## src/rtl/clock_division_pkg.sv

```systemverilog
// rtl/clock_division_pkg.sv - shared modes, limits and elaboration checks for the clock divider
package clock_division_pkg;

    typedef enum logic {
        MODE_SQUARE = 1'b0,
        MODE_TICK   = 1'b1
    } mode_e;

    localparam int MIN_WIDTH    = 2;
    localparam int MAX_WIDTH    = 30;
    localparam int MIN_CHANNELS = 1;
    localparam int MAX_CHANNELS = 16;

    function automatic bit width_ok(input int width);
        return (width >= MIN_WIDTH) && (width <= MAX_WIDTH);
    endfunction

    function automatic bit channels_ok(input int channels);
        return (channels >= MIN_CHANNELS) && (channels <= MAX_CHANNELS);
    endfunction

endpackage

```

## src/rtl/clock_division_channel.sv

```systemverilog
// rtl/clock_division_channel.sv - one divider channel: counter, active/shadow settings, output flop
module clock_division_channel
    import clock_division_pkg::*;
#(
    parameter int WIDTH        = 8,
    parameter int RESET_PERIOD = 2,
    parameter int RESET_HIGH   = 1
) (
    input  logic             clk,
    input  logic             rst_n,
    input  logic             enable,
    input  logic             load,
    input  logic             sync,
    input  logic [WIDTH-1:0] period,
    input  logic [WIDTH-1:0] high,
    input  logic             mode,
    output logic             div_clock,
    output logic             pending
);

    typedef struct packed {
        logic [WIDTH-1:0] period;
        logic [WIDTH-1:0] high;
        mode_e            mode;
    } settings_t;

    localparam settings_t RESET_SET = '{
        period: WIDTH'(RESET_PERIOD),
        high:   WIDTH'(RESET_HIGH),
        mode:   MODE_SQUARE
    };

    function automatic logic [WIDTH-1:0] eff_period(input logic [WIDTH-1:0] p, input mode_e m);
        if (m == MODE_TICK)
            return (p == '0) ? WIDTH'(1) : p;
        return (p < WIDTH'(2)) ? WIDTH'(2) : p;
    endfunction

    // Pe >= 2 in square mode, so Pe-1 never underflows.
    function automatic logic [WIDTH-1:0] eff_high(input logic [WIDTH-1:0] h, input logic [WIDTH-1:0] pe);
        if (h == '0)
            return WIDTH'(1);
        if (h > pe - WIDTH'(1))
            return pe - WIDTH'(1);
        return h;
    endfunction

    settings_t        act, shd;
    logic [WIDTH-1:0] cnt;
    logic             running;

    settings_t        in_set, act_next, shd_next;
    logic [WIDTH-1:0] cnt_next, pe_cur, pe_next, he_next;
    logic             pend_next, clk_next, boundary;

    always_comb begin
        in_set    = '{period: period, high: high, mode: mode_e'(mode)};
        act_next  = act;
        shd_next  = shd;
        pend_next = pending;
        cnt_next  = cnt;
        clk_next  = 1'b0;
        pe_cur    = eff_period(act.period, act.mode);
        boundary  = !running || sync || (cnt == pe_cur - WIDTH'(1));

        if (!enable) begin
            cnt_next = '0;
            if (pending) begin
                act_next  = shd;
                pend_next = 1'b0;
            end
            if (load) begin
                shd_next  = in_set;
                pend_next = 1'b1;
            end
        end else if (boundary) begin
            cnt_next = '0;
            if (sync && load) begin
                act_next  = in_set;
                shd_next  = in_set;
                pend_next = 1'b0;
            end else begin
                if (pending)
                    act_next = shd;
                pend_next = 1'b0;
                // A load on a wrap edge waits for the following wrap.
                if (load) begin
                    shd_next  = in_set;
                    pend_next = 1'b1;
                end
            end
        end else begin
            cnt_next = cnt + WIDTH'(1);
            if (load) begin
                shd_next  = in_set;
                pend_next = 1'b1;
            end
        end

        pe_next = eff_period(act_next.period, act_next.mode);
        he_next = eff_high(act_next.high, pe_next);
        if (enable) begin
            if (act_next.mode == MODE_TICK)
                clk_next = (cnt_next == pe_next - WIDTH'(1));
            else
                clk_next = (cnt_next < he_next);
        end
    end

    always_ff @(posedge clk or negedge rst_n) begin
        if (!rst_n) begin
            act       <= RESET_SET;
            shd       <= RESET_SET;
            cnt       <= '0;
            running   <= 1'b0;
            pending   <= 1'b0;
            div_clock <= 1'b0;
        end else begin
            act       <= act_next;
            shd       <= shd_next;
            cnt       <= cnt_next;
            running   <= enable;
            pending   <= pend_next;
            div_clock <= clk_next;
        end
    end

endmodule

```

## src/rtl/clock_division_multi.sv

```systemverilog
// rtl/clock_division_multi.sv - multi-channel programmable clock/tick divider top
module clock_division_multi
    import clock_division_pkg::*;
#(
    parameter int CHANNELS     = 4,
    parameter int WIDTH        = 8,
    parameter int RESET_PERIOD = 2,
    parameter int RESET_HIGH   = 1
) (
    input  logic                      i_clock,
    input  logic                      i_reset_n,
    input  logic [CHANNELS-1:0]       i_enable,
    input  logic [CHANNELS-1:0]       i_load,
    input  logic [CHANNELS*WIDTH-1:0] i_period,
    input  logic [CHANNELS*WIDTH-1:0] i_high,
    input  logic [CHANNELS-1:0]       i_mode,
    input  logic                      i_sync,
    output logic [CHANNELS-1:0]       o_clock,
    output logic [CHANNELS-1:0]       o_pending
);

    if (!width_ok(WIDTH)) begin : g_bad_width
        $error("clock_division_multi: WIDTH out of range");
    end
    if (!channels_ok(CHANNELS)) begin : g_bad_channels
        $error("clock_division_multi: CHANNELS out of range");
    end

    for (genvar c = 0; c < CHANNELS; c++) begin : g_ch
        clock_division_channel #(
            .WIDTH        (WIDTH),
            .RESET_PERIOD (RESET_PERIOD),
            .RESET_HIGH   (RESET_HIGH)
        ) u_channel (
            .clk       (i_clock),
            .rst_n     (i_reset_n),
            .enable    (i_enable[c]),
            .load      (i_load[c]),
            .sync      (i_sync),
            .period    (i_period[c*WIDTH +: WIDTH]),
            .high      (i_high[c*WIDTH +: WIDTH]),
            .mode      (i_mode[c]),
            .div_clock (o_clock[c]),
            .pending   (o_pending[c])
        );
    end

endmodule
```

## config.mk

```make
export PLATFORM = sky130hd
export DESIGN_NAME = clock_division_multi
export DESIGN_NICKNAME = d
export VERILOG_FILES = /design/src/rtl/clock_division_pkg.sv /design/src/rtl/clock_division_channel.sv /design/src/rtl/clock_division_multi.sv
export SDC_FILE = /design/constraint.sdc
export NUM_CORES = 1
export LEC_CHECK = 0
export ABC_AREA = 1
export CAP_MARGIN = 20
export CORE_MARGIN = 5
export CORE_UTILIZATION = 66
export CTS_BUF_LIST = sky130_fd_sc_hd__clkbuf_4 sky130_fd_sc_hd__clkbuf_8 sky130_fd_sc_hd__clkbuf_16
export CTS_CLUSTER_SIZE = 24
export DETAILED_ROUTE_END_ITERATION = 10
export GPL_TIMING_DRIVEN = 0
export PLACE_DENSITY = 0.87
export SLEW_MARGIN = 20
export SYNTH_ARGS = -nofsm -noshare
export SYNTH_HDL_FRONTEND = slang
export SYNTH_SLANG_ARGS = --single-unit
```

## constraint.sdc

```tcl
create_clock -name i_clock -period 17.4 [get_ports i_clock]
set_clock_uncertainty 0.15 [all_clocks]
set_input_delay 3.48 -clock i_clock [delete_from_list [all_inputs] [get_ports i_clock]]
set_output_delay 3.48 -clock i_clock [all_outputs]
set_load 0.02 [all_outputs]
```

==> flow_summary_export.csv, run 1 <==
group,metric,value,unit
setup_path,required,17610,ps
yosys,synth_cell_types,52,
layout,final_nets,2402,
clock_network,numCtsBuffers,17,
drt,post_drt_wl_per_cell,15.16,um
yosys,ys_async_sr_fraction,100.0,%
yosys,synth_top_area_cell,"dfrtp_1",
clock_network,clk_transition_reported_paths,70,ps
clock_network,cts-root-buf,"clkbuf_16",
floorplan,fp.coreArea,0.02162,mm2
global_routing,grt_pass1_vias,13760,
timing,slew_violations,0,
floorplan,initial_core_util,66.36,%
floorplan,die_y,157.4,um
timing,period_share,54.09,%
outcome,status,"finished clean",
floorplan,rows,54,
placed_design,dpl_cell_area,0.01556,mm2
clock_network,cts_hold_buf,0,
yosys,ys_seq_elements,180,
layout,n_antenna_cell,0,
setup_path,max_stage_delay,600,ps
timing,worst_pin_slew,814.2,ps
yosys,synthTopCellsByCount,"593 x nand2_1, 281 x inv_1, 232 x nor2_1",
drt,via_per_inst,5.703,
timing,tns,0,ps
layout,multiInputGateArea,0.008304,mm2
yosys,syn_nets,2299,
yosys,mappedNetlistArea,0.01435,mm2
setup_path,cpMostUsedCell,"nand2_1",
pwr,powerDensity,88.86,mW/mm2
clock_network,cts_max_level,4,
yosys,synth_most_common_cell,"nand2_1",
yosys,synth_seq_area_share,31.53,%
clock_network,cts.repair.resized,0,
clock_network,cts_sinks,180,
yosys,synth_top_cells_by_area,"dfrtp_1 29%, nand2_1 16%, inv_1 7.4%",
yosys,syn_avg_cell_area,6.679,um2
clock_network,clock_path_buffers,2,
drt,drt_pass1_iterations,9,
setup_path,critPathCaptureType,"flip-flop",
layout,regArea,0.004524,mm2
layout,layout-drive-gt1-share,7.641,%
placed_design,finalWeightedCongestion,0.9439,
timing,max_freq,106.2,MHz
setup_path,start_kind,"primary input",
yosys,synth_ff_type,"dfrtp_1",
placed_design,dpl.hpwl,29510,um
layout,nFillCells,1751,
drt,antenna_left,0,
timing,finalHoldViolations,0,
clock_network,cts_tree,"built",
drt,wirelength,38570,um
layout,final_area,0.01617,mm2
timing,relSlewSlack,45.72,%
floorplan,die_x,157.4,um
setup_path,cp.arrival,9620,ps
global_routing,grt_max_degree,99,
timing,rsz0062_at_grt,"false",
drt,drc,0,
floorplan,io_pins,87,
drt,route.vias.total,14510,
global_routing,overflow,0,
drt,first_iter_violations,1378,
hold_path,hp-class,"reg -> reg",
yosys,ys_warn_count,0,
timing,setup_viol,0,
yosys,syn_inst,2148,
global_routing,grt_pass1_wl,63900,um
yosys,synth_top_area_share,28.60,%
timing,period_needed,9412,ps
run,maxCapViolCount,0,
floorplan,die_area,0.02479,mm2
global_routing,antenna_found_initial,0,
global_routing,grtUsageTotal,31.23,%
pwr,p_leak,8.111,nW
placed_design,port_buffers,83,
pwr,peakVddDrop,0.00006940,V
setup_path,cp_slowest_cell,"clkbuf_1",
clock_network,post-cts-setup-buffers,0,
setup_path,path_class,"in -> reg",
clock_network,worst_skew_pair.late_latency,450,ps
yosys,synth_edf_count,0,
layout,areaGrowthSynthToFinish,12.70,%
setup_path,worst-path-max-fanout,10,
[per-stage QoR]
stage	total power, W	worst slack, ps	hold slack (ps)	cells	utilization, %
floorplan	0.0008804	9284	292.2	2148	-
global placement	0.0009952	5331	312.6	2511	71.82
detailed placement	0.001021	7683	322.9	2512	71.97
CTS	0.001432	8109	338.2	2544	74.79
global route	0.001532	7521	356.6	2544	74.79
finish	0.001437	7988	339.3	2544	74.79
[cell type report]
cell class	count	share of cell area (%)
plain buffers	82	2.507
clock buffers	17	2.631
flip-flops and latches	180	27.98
inverters	296	6.887
repair buffers	84	5.339
well taps	280	2.167
multi-input cells	1590	51.36
clock inverters	15	1.130
[report_power, final]
group | switching [W] | internal (W) | total (W)
clock | 0.000192 | 0.000219 | 0.000411
sequential | 0.0000324 | 0.000462 | 0.000495
combinational | 0.000338 | 0.000194 | 0.000531
total | 0.000562 | 0.000875 | 0.00144
[routing by layer]
metal	GRT usage (%)	part of all wire, %	up-vias
li1	-	-	7082
met1	39.81	42	6678
met2	53.84	48	630
met3	5.142	6.8	118
met4	11.06	3.3	0
met5	0	0	-
[critical path: cells and delay by family]
kind            cells  cell delay [ps]
fa+ha+maj           3              730
simple gates       15             1880
compound gates      8             1670
buf+inv             6             1630
xor+xnor            1              210
[cell usage in the layout (no fill, tap or decap), types with 6 or more instances in the layout]
| cell type | instances |
|---|---|
| nand2_2 | 20 |
| nor2_4 | 10 |
| nand3_1 | 150 |
| buf_6 | 7 |
| inv_8 | 6 |
| nand4_1 | 27 |
| o211ai_1 | 32 |
| nand2_1 | 593 |
| xnor2_1 | 28 |
| inv_2 | 11 |
| a21oi_1 | 45 |
| nor2_2 | 18 |
| dfstp_2 | 16 |
| buf_4 | 11 |
| a21boi_1 | 7 |
| clkdlybuf4s50_1 | 82 |
| dfrtp_1 | 164 |
| clkbuf_1 | 58 |
| inv_1 | 281 |
| o21ai_2 | 7 |
| or2_2 | 12 |
| o21ai_0 | 206 |
| clkbuf_16 | 17 |
| a31oi_1 | 12 |
| nand3b_1 | 11 |
| o21ai_1 | 9 |
| xor2_1 | 42 |
| o22ai_1 | 6 |
| ha_1 | 72 |
| nor2_1 | 232 |
| nor3_1 | 7 |
[path summary, 6_finish.rpt]
kind,end,cells past startpoint,start,slack (ps)
hold / removal,flip-flop,2,flip-flop,340
min in group asynchronous,async pin,1,i_reset_n,2840
hold reg to reg,flip-flop,2,flip-flop,340
max in group asynchronous,g_ch[2].u_channel.cnt[5],2,i_reset_n,13300
setup reg to reg,g_ch[0].u_channel.div_clock,42,g_ch[0].u_channel.act[12],10410
setup / recovery,g_ch[0].u_channel.div_clock,33,i_sync,7990
[kinds of logic after synthesis]
group,synth area share (%)
and+or+nand+nor,33.09
buffers and inverters,10.59
AOI/OAI and AO/OA,13.78
DFF,31.53
xor gates and xnor gates,4.727
adders and majority gates,6.279
Power figures use the tool's default switching activity.
==> run 2: changes to the inputs <==
- CORE_UTILIZATION: 66 -> 61
- PLACE_DENSITY: 0.87 -> 0.82
- clock period: 17.4 -> 9.5 ns (I/O delays scaled with it)
==> run 2 against run 1 <==
Clock power grew 92%. Non-clock buffer count unchanged. Setup slack worse by 6300 ps. Global-route usage shrank 2.1 points. Cell area increased by 0.50%. Critical path type unchanged. Largest power group unchanged.
==> flow_summary_export.csv, run 2 (synthesis gave the netlist of run 1 again) <==
group,metric,value,unit
outcome,status,"finished clean",
global_routing,overflow,0,
clock_network,clk_transition_reported_paths,70,ps
global_routing,antenna_found_initial,0,
timing,period_share,82.13,%
timing,rsz0062_at_grt,"false",
setup_path,path_class,"in -> reg",
layout,most-common-layout-cells,"593 x nand2_1, 281 x inv_1, 232 x nor2_1",
clock_network,clock_path_buffers,2,
clock_network,post-cts-setup-buffers,0,
timing,setup_viol,0,
timing,period_needed,7803,ps
floorplan,die_y,163.4,um
pwr,combPwrFrac,36.3,%
drt,antenna_left,0,
setup_path,start_kind,"primary input",
clock_network,numCtsBuffers,17,
drt,drc,0,
run,maxCapViolCount,0,
setup_path,required,9710,ps
layout,final_nets,2402,
timing,max_freq,128.2,MHz
timing,finalHoldViolations,0,
setup_path,worst-path-max-fanout,10,
layout,layout_commonest_cell,"nand2_1",
drt,first_iter_violations,1246,
clock_network,cts_tree,"built",
global_routing,grt_pass1_wl,64530,um
timing,slew_violations,0,
global_routing,grtUsageTotal,29.18,%
floorplan,die_x,163.4,um
placed_design,dpl.hpwl,29600,um
hold_path,hp-class,"reg -> reg",
clock_network,cts_sinks,180,
setup_path,cpMostUsedCell,"nand2_1",
layout,stdcell_count,2583,
drt,route.vias.total,14210,
clock_network,cts_hold_buf,0,
setup_path,max_stage_delay,610,ps
pwr,p_leak,8.133,nW
floorplan,fp.coreArea,0.02333,mm2
pwr,powerDensity,163.8,mW/mm2
timing,relSlewSlack,43.99,%
drt,post_drt_wl_per_cell,14.81,um
clock_network,worst_skew_pair.late_latency,440,ps
layout,n_antenna_cell,0,
pwr,peakVddDrop,0.0001075,V
pwr,swShare,37.70,%
timing,fin_hold_ws,332.2,ps
pwr,power_frac_seq,34.0,%
floorplan,die_area,0.02669,mm2
setup_path,critPathCaptureType,"flip-flop",
pwr,p_switching,0.001003,W
placed_design,port_buffers,83,
global_routing,grt_max_degree,96,
drt,via_per_inst,5.503,
clock_network,cts-root-buf,"clkbuf_16",
floorplan,io_pins,87,
placed_design,finalWeightedCongestion,0.9414,
layout,areaGrowthSynthToFinish,13.26,%
drt,wirelength,38250,um
pwr,p_int,0.001658,W
drt,drt_pass1_iterations,5,
setup_path,cp.arrival,8010,ps
floorplan,initial_core_util,61.49,%
pwr,power,0.002661,W
clock_network,cts_max_level,4,
clock_network,cts.repair.resized,0,
global_routing,grt_pass1_vias,13570,
layout,layout-drive-gt1-share,7.641,%
pwr,clkPwrFrac,29.6,%
floorplan,rows,56,
setup_path,cp_slowest_cell,"clkbuf_1",
timing,worst_pin_slew,840.1,ps
placed_design,dp.cells,2551,
run 2: cell count changes in the layout (fill, tap and decap cells not counted), sizes merged:
| cell | previous run | this run |
|---|---|---|
| inv | 303 | 298 |
| clkbuf | 75 | 77 |
| clkinv | 4 | 7 |
| clkinvlp | 2 | 0 |
| bufinv | 2 | 4 |
run 2: area by class of cell:
class | instances | area, um2
clock buffers | 19 | 446.7
repair buffers | 84 | 863.3
flip-flops and latches | 180 | 4524
inverters | 296 | 1114
clock inverters | 13 | 193.9
multi-input cells | 1590 | 8304
plain buffers | 82 | 405.4
well taps | 319 | 399.1
fillers | 1995 | 7082
run 2: path summary, 6_finish.rpt:
path                                      startpoint                          end  slack (ps)  depth (start not counted)
setup reg to reg           g_ch[0].u_channel.act[12]  g_ch[0].u_channel.div_clock        2460                         44
hold / removal             g_ch[2].u_channel.shd[16]    g_ch[2].u_channel.shd[16]         330                          2
hold reg to reg            g_ch[2].u_channel.shd[16]    g_ch[2].u_channel.shd[16]         330                          2
max in group asynchronous                  i_reset_n                    async pin        7010                          2
setup / recovery                              i_sync  g_ch[0].u_channel.div_clock        1700                         33
min in group asynchronous                  i_reset_n                    async pin        1260                          1
run 2: per-stage QoR:
step	setup slack (ps)	utilization, %	cell area, um2	TNS (ps)
after floorplan	2964	-	14350	0
after global placement	-1070	66.76	15580	-173100
after detailed placement	1370	66.90	15610	0
after CTS	1772	69.65	16250	0
after global routing	1154	69.65	16250	0
final	1697	69.65	16250	0
run 2: routing by layer:
metal	GRT usage, %	share of wire (%)	up-vias
met1	39.36	44	6600
li1	-	-	7066
met4	9.645	2.5	0
met5	0	0	-
met3	3.356	5.9	73
met2	49.19	47	475
run 2: critical path, delay by kind of cell:
kind / cells / cell delay [ps]
simple gates: 16 / 2090
buf+inv: 6 / 1640
compound gates: 7 / 1410
fa+ha+maj: 3 / 730
xor+xnor: 1 / 210
run 2: power groups by stage:
| stage | clock network, W | registers (W) | logic, W |
|---|---|---|---|
| 2_1_floorplan | 0 | 0.000897 | 0.000715 |
| 3_3_place_gp | 0 | 0.000918 | 0.000911 |
| 3_5_place_dp | 0 | 0.000919 | 0.000951 |
| 4_1_cts | 0.000794 | 0.000905 | 0.000958 |
| 5_1_grt | 0.000827 | 0.000915 | 0.00111 |
| 6_report | 0.000789 | 0.000906 | 0.000966 |
==> run 3: changes to the inputs <==
- CORE_UTILIZATION: 61 -> 55
- PLACE_DENSITY: 0.82 -> 0.78
- clock period: 9.5 -> 7.1 ns (I/O delays scaled with it)
==> run 3 against run 2 <==
Die area up 10%. Critical endpoint unchanged. Critical path depth shrank 6. Largest cell class unchanged. Sequential cell count unchanged.
==> flow_summary_export.csv, run 3 (synthesis gave the netlist of run 1 again) <==
group,metric,value,unit
drt,antenna_left,0,
layout,layout-drive-gt1-share,8.907,%
floorplan,rows,59,
floorplan,die_area,0.02942,mm2
global_routing,overflow,0,
drt,wirelength,38260,um
layout,most-common-layout-cells,"589 x nand2_1, 280 x inv_1, 229 x nor2_1",
pwr,p_switching,0.001351,W
global_routing,grtUsageTotal,26.40,%
timing,max_freq,149.5,MHz
placed_design,dpl.hpwl,29580,um
drt,route.vias.total,14270,
pwr,power,0.003482,W
drt,drc,0,
pwr,p_leak,8.154,nW
placed_design,finalWeightedCongestion,0.9314,
timing,relSlewSlack,50.13,%
pwr,peakVddDrop,0.0001691,V
placed_design,dp.cells,2568,
global_routing,grt_pass1_vias,13620,
clock_network,clk_transition_reported_paths,80,ps
setup_path,path_class,"in -> reg",
floorplan,die_x,171.5,um
pwr,power_frac_seq,34.8,%
clock_network,cts_tree,"built",
pwr,clkPwrFrac,27.2,%
clock_network,cts-root-buf,"clkbuf_16",
setup_path,start_kind,"primary input",
setup_path,rr_startpoint,"g_ch[0].u_channel.act[12]",
placed_design,port_buffers,83,
drt,post_drt_wl_per_cell,14.70,um
timing,finalHoldViolations,0,
drt,via_per_inst,5.483,
setup_path,required,7320,ps
drt,drt_pass1_iterations,6,
global_routing,grt_max_degree,66,
global_routing,antenna_found_initial,0,
floorplan,io_pins,87,
clock_network,cts_sinks,180,
clock_network,cts_max_level,4,
setup_path,cp.arrival,6910,ps
clock_network,cts_hold_buf,0,
run,maxCapViolCount,0,
hold_path,min_from,"g_ch[2].u_channel.shd[16]",
hold_path,hp-class,"reg -> reg",
clock_network,numCtsBuffers,17,
setup_path,setup.reg_to_reg.worst_slack,530,ps
layout,final_area,0.01634,mm2
setup_path,r2r_end,"g_ch[0].u_channel.div_clock",
setup_path,rr_worst_depth,44,
floorplan,fp.coreArea,0.02584,mm2
layout,final_nets,2406,
floorplan,die_y,171.5,um
pwr,combPwrFrac,38.0,%
global_routing,grt_pass1_wl,64380,um
outcome,status,"finished clean",
pwr,powerDensity,213.2,mW/mm2
layout,n_antenna_cell,0,
setup_path,critPathCaptureType,"flip-flop",
floorplan,initial_core_util,55.53,%
clock_network,clock_path_buffers,2,
timing,slew_violations,0,
timing,setup_viol,0,
pwr,swShare,38.81,%
layout,layout_commonest_cell,"nand2_1",
layout,areaGrowthSynthToFinish,13.86,%
timing,fin_hold_ws,326.1,ps
timing,period_share,94.24,%
clock_network,worst_skew_pair.late_latency,460,ps
setup_path,worst-path-max-fanout,10,
hold_path,min_path_cells,2,
timing,worst_pin_slew,745.3,ps
hold_path,hold-path-endpoint,"g_ch[2].u_channel.shd[16]",
drt,first_iter_violations,1210,
placed_design,dpl_cell_area,0.01566,mm2
timing,period_needed,6691,ps
layout,stdcell_count,2603,
pwr,p_int,0.002131,W
## run 3: changes by cell type in the layout (fill, tap and decap cells not counted), sizes merged
cell,delta
inv,+1
clkinv,+2
clkbuf,-2
buf,+6
bufinv,-3
## run 3: area by class of cell
cell class | instances | area, um2
buffer | 81 | 411.6
inverter | 296 | 1114
tap | 335 | 419.2
multi-input combinational | 1590 | 8377
fill | 2344 | 9502
clock inverter | 13 | 122.6
sequential | 180 | 4524
clock buffer | 19 | 446.7
timing repair buffer | 89 | 920.9
## run 3: stage by stage
stage / utilization, % / setup slack [ps] / setup TNS, ps
2_1_floorplan: - / 1044 / 0
3_3_place_gp: 60.37 / -3015 / -501940
3_5_place_dp: 60.60 / -393.7 / -1196
4_1_cts: 62.80 / 16.60 / 0
5_1_grt: 63.23 / -38.62 / -38.62
6_report: 63.23 / 408.9 / 0
## run 3: power by group through the flow
stage          sequential [W]  clock (W)  combinational [W]
6_report              0.00121   0.000948            0.00132
5_1_grt               0.00122    0.00100            0.00151
3_3_place_gp          0.00123          0            0.00122
3_5_place_dp          0.00123          0            0.00127
2_1_floorplan         0.00120          0           0.000957
4_1_cts               0.00121   0.000959            0.00128
## run 3: what timing repair did
action,4_1_cts,5_1_grt
buffers inserted,0,4
gates resized for setup,0,34
setup endpoints to repair,0,4
## run 3: routing by layer
layer	wire length (um)	GRT usage, %
met5	0	0
met4	1102	9.507
met3	2329	3.402
met2	18090	44.23
met1	16740	35.21
## run 3: worst max-delay path, cell delays in order
cell and delay, ps:
clkdlybuf4s50_1 530, clkbuf_1 350, clkbuf_1 380, buf_1 470, nor2_1 130, a31oi_2 260, nand2_1 130, nand2_2 130
ha_1 160, inv_1 70, nor2_2 170, nand3_1 140, xor2_2 280, ha_1 270, nand2_1 110, nor2_1 60
a211oi_1 250, a21oi_2 160, clkbuf_2 210, nand2_1 90, o211ai_1 80, ha_1 310, a21oi_1 130, nor2_1 50
a2111oi_1 280, a21oi_1 120, a21oi_1 180
## run 3: worst max path at each step
stage	start	end	slack, ps	cells past startpoint
after floorplan	i_load[0]	g_ch[0].u_channel.div_clock	1040	33
final	i_enable[0]	g_ch[0].u_channel.div_clock	410	27
after CTS	i_sync	g_ch[0].u_channel.div_clock	20	33
after detailed placement	i_sync	g_ch[0].u_channel.div_clock	-390	33
after global placement	i_reset_n	g_ch[2].u_channel.act[3]	-3020	1
after global routing	g_ch[3].u_channel.act[10]	g_ch[3].u_channel.div_clock	-40	44
